**src/rtl/pipe_regfile_pkg.sv**
```systemverilog
// Shared register-file constants: widths, the "no register" index and the
// architectural register names used by decode, execute and hazard logic.
package pipe_regfile_pkg;

  localparam int XLEN = 64;
  localparam int AW = 4;
  localparam logic [AW-1:0] RNONE = 4'hF;
  localparam logic [AW-1:0] SP_IDX = 4'd4;

  typedef enum logic [AW-1:0] {
    RAX = 4'd0,
    RCX = 4'd1,
    RDX = 4'd2,
    RBX = 4'd3,
    RSP = 4'd4,
    RBP = 4'd5,
    RSI = 4'd6,
    RDI = 4'd7,
    R8  = 4'd8,
    R9  = 4'd9,
    R10 = 4'd10,
    R11 = 4'd11,
    R12 = 4'd12,
    R13 = 4'd13,
    R14 = 4'd14,
    NOREG = 4'd15
  } regIdx_e;

endpackage

```
**src/rtl/pipe_regfile_bypass.sv**
```systemverilog
// Per-read-port forwarding mux: the M port beats the E port, which beats the
// stored value, so a pending writeback is visible in the same cycle.
module regfile_bypass #(
  parameter int XLEN = 64,
  parameter int AW = 4,
  parameter logic [AW-1:0] RNONE = '1
) (
  input  logic [AW-1:0]   src,
  input  logic            wrEn,
  input  logic [AW-1:0]   dstE,
  input  logic [XLEN-1:0] valE,
  input  logic [AW-1:0]   dstM,
  input  logic [XLEN-1:0] valM,
  input  logic [XLEN-1:0] stored,
  output logic [XLEN-1:0] val
);

  always_comb begin
    val = stored;
    if (wrEn && src == dstM && dstM != RNONE) begin
      val = valM;
    end else if (wrEn && src == dstE && dstE != RNONE) begin
      val = valE;
    end
  end

endmodule

```
**src/rtl/pipe_regfile.sv**
```systemverilog
// Two-read, two-write pipeline register file with writeback bypass, a debug
// read port that sees only committed state, and a same-index write flag.
module pipe_regfile #(
  parameter int XLEN = pipe_regfile_pkg::XLEN,
  parameter int AW = pipe_regfile_pkg::AW,
  parameter logic [AW-1:0] RNONE = pipe_regfile_pkg::RNONE,
  parameter logic [AW-1:0] SP_IDX = pipe_regfile_pkg::SP_IDX,
  parameter logic [XLEN-1:0] SP_INIT = '0
) (
  input  logic            clock,
  input  logic            reset,
  input  logic [AW-1:0]   srcA,
  input  logic [AW-1:0]   srcB,
  output logic [XLEN-1:0] valA,
  output logic [XLEN-1:0] valB,
  input  logic            wr_en,
  input  logic [AW-1:0]   dstE,
  input  logic [XLEN-1:0] valE,
  input  logic [AW-1:0]   dstM,
  input  logic [XLEN-1:0] valM,
  input  logic [AW-1:0]   dbg_idx,
  output logic [XLEN-1:0] dbg_val,
  output logic            wr_conflict
);
  import pipe_regfile_pkg::*;

  localparam int NREG = (2 ** AW) - 1;

  logic [XLEN-1:0] regs [NREG];
  logic [XLEN-1:0] storedA;
  logic [XLEN-1:0] storedB;
  logic            wrConflictReg;

  // One flop bank per register so every register can clear asynchronously.
  for (genvar gi = 0; gi < NREG; gi++) begin : gRegs
    localparam logic [AW-1:0] IDX = AW'(gi);
    localparam logic [XLEN-1:0] RST_VAL = (IDX == SP_IDX) ? SP_INIT : '0;

    always_ff @(posedge clock or posedge reset) begin
      if (reset) begin
        regs[gi] <= RST_VAL;
      end else if (wr_en && dstM == IDX && dstM != RNONE) begin
        regs[gi] <= valM;
      end else if (wr_en && dstE == IDX && dstE != RNONE) begin
        regs[gi] <= valE;
      end
    end
  end

  // RNONE (and anything past the last register) has no storage and reads zero.
  always_comb begin
    storedA = '0;
    if (srcA != RNONE && int'(srcA) < NREG) storedA = regs[srcA];
  end

  always_comb begin
    storedB = '0;
    if (srcB != RNONE && int'(srcB) < NREG) storedB = regs[srcB];
  end

  always_comb begin
    dbg_val = '0;
    if (dbg_idx != RNONE && int'(dbg_idx) < NREG) dbg_val = regs[dbg_idx];
  end

  regfile_bypass #(.XLEN(XLEN), .AW(AW), .RNONE(RNONE)) bypassA (
    .src(srcA), .wrEn(wr_en), .dstE(dstE), .valE(valE),
    .dstM(dstM), .valM(valM), .stored(storedA), .val(valA)
  );

  regfile_bypass #(.XLEN(XLEN), .AW(AW), .RNONE(RNONE)) bypassB (
    .src(srcB), .wrEn(wr_en), .dstE(dstE), .valE(valE),
    .dstM(dstM), .valM(valM), .stored(storedB), .val(valB)
  );

  always_ff @(posedge clock or posedge reset) begin
    if (reset) begin
      wrConflictReg <= 1'b0;
    end else begin
      wrConflictReg <= wr_en && dstE == dstM && dstM != RNONE;
    end
  end

  assign wr_conflict = wrConflictReg;

endmodule

```
**config.mk**
```make
export PLATFORM = sky130hd
export DESIGN_NAME = pipe_regfile
export DESIGN_NICKNAME = d
export VERILOG_FILES = /design/src/rtl/pipe_regfile_pkg.sv /design/src/rtl/pipe_regfile_bypass.sv /design/src/rtl/pipe_regfile.sv
export SDC_FILE = /design/constraint.sdc
export NUM_CORES = 2
export LEC_CHECK = 0
export CAP_MARGIN = 20
export CORE_ASPECT_RATIO = 1.1
export CORE_MARGIN = 1
export CORE_UTILIZATION = 53
export CTS_CLUSTER_DIAMETER = 150
export DETAILED_ROUTE_END_ITERATION = 10
export GPL_TIMING_DRIVEN = 1
export PLACE_DENSITY = 0.67
export SLEW_MARGIN = 20
export SYNTH_ARGS = -nofsm -noshare
export SYNTH_HDL_FRONTEND = slang
export SYNTH_SLANG_ARGS = --single-unit
```
**constraint.sdc**
```tcl
create_clock -name clock -period 64.3 [get_ports clock]
set_input_delay 12.86 -clock clock [delete_from_list [all_inputs] [get_ports clock]]
set_output_delay 12.86 -clock clock [all_outputs]
set_load 0.01 [all_outputs]
```
==> results by group <==
Run status
  – Status: completed

Finish
  – Leading cell type in the layout, fill and taps excluded: mux2i_1
  – Leading cell types in the layout, fill and taps excluded: mux2i_1 (1344), dfrtp_1 (961), a21oi_1 (830)
  – Area growth syn-to-layout: 8.60%
  – Final Instance Count excl. Fillers: 8511
  – Nets@finish: 6791
  – Layout cells sized above 1: 15.1%

Clock network
  – H-tree level count: 3
  – TritonCTS Buffers: 109
  – Post-CTS sizing: 0
  – CTS sink cnt: 961
  – Maximum buffer depth of the clock tree: 3
  – Clock Latency Late Sink: 0.74 ns
  – Clock Tree Root: clkbuf_16
  – Postcts setup bufs: 0
  – Clk pin slew, worst setup/hold paths: 0.06 ns
  – CTS tree: yes
  – # hold bufs at CTS: 0

Power and ir drop
  – Peak VDD IR: 0.0219 mV
  – Pwr dens: 30.3 nW/um2
  – Leak Pwr: 0.0317 uW

Drt
  – Drt pass-1 iters: 6
  – Post-route ant nets: 0
  – Wire length per cell: 31.9 um
  – Vias post-DR: 60100
  – DR vias/cell: 7.07
  – DRC Markers: 0
  – DR iter-0 viols: 8052
  – DRT Wirelength: 272000 um

Critical path
  – Critical path, cell by cell: buf_8 -> buf_4 -> buf_4 -> buf_4 -> mux2i_1 -> a2bb2oi_1 -> a21oi_1 -> a21oi_1 -> o21ai_1 -> clkdlybuf4s50_1
  – CP required: 51.44 ns
  – Family with the most delay on the worst path: buffers and inverters
  – CP Capture Type: primary output
  – Worst Path Buf+Inv: 5
  – Kind of critical path: input pin to primary output
  – Reg2Reg Setup Slack: 63.44 ns
  – Critical-path maximum fanout: 63
  – Most used cell along the critical path: buf_4
  – Worst EP arrival: 17.72 ns
  – Slowest-stage cell, CP: buf_4
  – Worst setup SP type: input pin
  – Crit path largest cell delay: 0.81 ns

Die
  – Die X-Extent: 352 um
  – Num ports: 344
  – Die Ht: 387 um
  – FP Rows: 140
  – Initial Util: 53.6%
  – Die area: 136000 um2
  – Area of the core: 133000 um2

STA
  – Final setup viols: 0
  – Worst Skew: 0 ns
  – Fin. Hold Viols: 0
  – Fin crit period: 30.58 ns
  – Pins Over Slew Limit: 0
  – Fmax: 32.7 MHz
  – Slew at the pin closest to its max-slew limit: 1.29 ns
  – Worst Hold Slack: 0.601 ns
  – RSZ-0062 raised after global routing: no
  – Setup TNS: 0 ns
  – Slew headroom: 14.2%
  – Tcrit/Tclk final: 47.6%

Yosys
  – Synth area leaders: dfrtp_1 (34%), mux2i_1 (19%), mux4_2 (18%)
  – Post-synth EDFFs: 0
  – Synth Flop Type: dfrtp_1
  – Number of synthesized register bits: 961
  – Cell taking the most area after synthesis: dfrtp_1
  – Syn Inst Count: 6959
  – Ys async rst share: 100%
  – Synthesized Nets: 7110
  – Avg Synthesized Cell Area: 10.2 um2
  – Sequential share of the synthesized area: 33.8%
  – Top-area cell type share of the netlist area: 33.8%
  – Post-Syn Area: 71200 um2
  – Netlist cell types: 53
  – YS warnings: 0

Global route
  – Largest net degree at the start of global routing: 165
  – Number of global-route vias before repair: 58100
  – Initial antenna violation count: 28
  – GRT Util Overall: 39.8%
  – Grt total ovfl: 0
  – First-pass GRT wire length: 399000 um

Placed design
  – Port bufs: 343
  – Placed insts: 8304
  – Routability cong.: 0.860
  – HPWL after DPL: 152000 um

Worst hold path
  – Worst min path class: register to register

Run
  – MaxCap Viol Count: 0
==> registers in the layout (all words and copies together), names as in the netlist <==
signal,count
wr_conflict,1
regs,960
==> kinds of logic after synthesis <==
| kind of cell | count (synthesis) | share of synthesized area (%) |
|---|---|---|
| mux | 1920 | 37.1 |
| compound gates | 1796 | 14.8 |
| simple gates | 1351 | 7.66 |
| flops | 961 | 33.8 |
| buf+inv | 911 | 6.44 |
| xor+xnor | 20 | 0.246 |
==> layer usage <==
| layer | share of wire, % | routed length [um] | up-vias | GRT usage, % |
|---|---|---|---|---|
| met3 | 13 | 34600 | 996 | 11.4 |
| met4 | 6.0 | 16400 | 30 | 21.4 |
| met5 | 0.073 | 198 | - | 0 |
| li1 | - | - | 25000 | - |
| met2 | 44 | 119000 | 4226 | 58.0 |
| met1 | 38 | 102000 | 29900 | 53.4 |
==> synth_stat cells, types with 8 or more instances <==
library cell / number
mux2i_1: 1344
dfrtp_1: 961
a21oi_1: 830
nor2_1: 774
mux4_2: 576
nand2_1: 461
clkbuf_1: 432
o21ai_0: 401
buf_2: 200
o21ai_1: 176
a221oi_1: 123
buf_1: 105
buf_4: 101
a22oi_1: 68
nand2b_1: 67
a21o_1: 64
a2bb2oi_1: 63
a22oi_2: 60
buf_6: 60
xnor2_1: 14
buf_8: 8
nand3_1: 8
==> report_power, final <==
| part | switching (uW) | internal [uW] |
|---|---|---|
| Clock | 275 | 384 |
| Combinational | 350 | 407 |
| Sequential | 165 | 760 |
| Total | 791 | 1550 |
==> area by class of cell <==
| cell class | instances | area [um2] |
|---|---|---|
| Sequential cell | 961 | 24000 |
| Fill cell | 11200 | 55600 |
| Clock buffer | 155 | 3200 |
| Tap cell | 1775 | 2220 |
| Antenna cell | 14 | 35.0 |
| Clock inverter | 38 | 473 |
| Timing Repair Buffer | 478 | 4530 |
| Inverter | 3 | 21.3 |
| Multi-Input combinational cell | 5087 | 42800 |
==> worst paths after layout <==
check,start,end,cells past startpoint
setup / recovery,srcB[1],valB[60],10
hold / removal,regs[333],regs[333],2
setup reg to reg,regs[336],regs[336],2
hold reg to reg,regs[333],regs[333],2
max in group asynchronous,reset,regs[339],6
min in group asynchronous,reset,regs[306],2
==> per-stage QoR <==
| step | instance area [um2] | power (uW) | worst slack [ns] | utilization, % |
|---|---|---|---|---|
| after global placement | 73700 | 1640 | 33.84 | 55.4 |
| after global routing | 77400 | 2440 | 33.63 | 58.2 |
| after detailed placement | 73700 | 1670 | 33.84 | 55.4 |
| after floorplan | 71200 | 1420 | 24.41 | - |
| final | 77400 | 2340 | 33.72 | 58.2 |
| after CTS | 77300 | 2330 | 33.82 | 58.2 |
==> tightest hold or removal path, stage by stage, from the launching register on <==
cell and delay [ns]:
dfrtp_1 0.37, mux2i_1 0.08, o21ai_1 0.11
(Power assumes the default switching activity.)
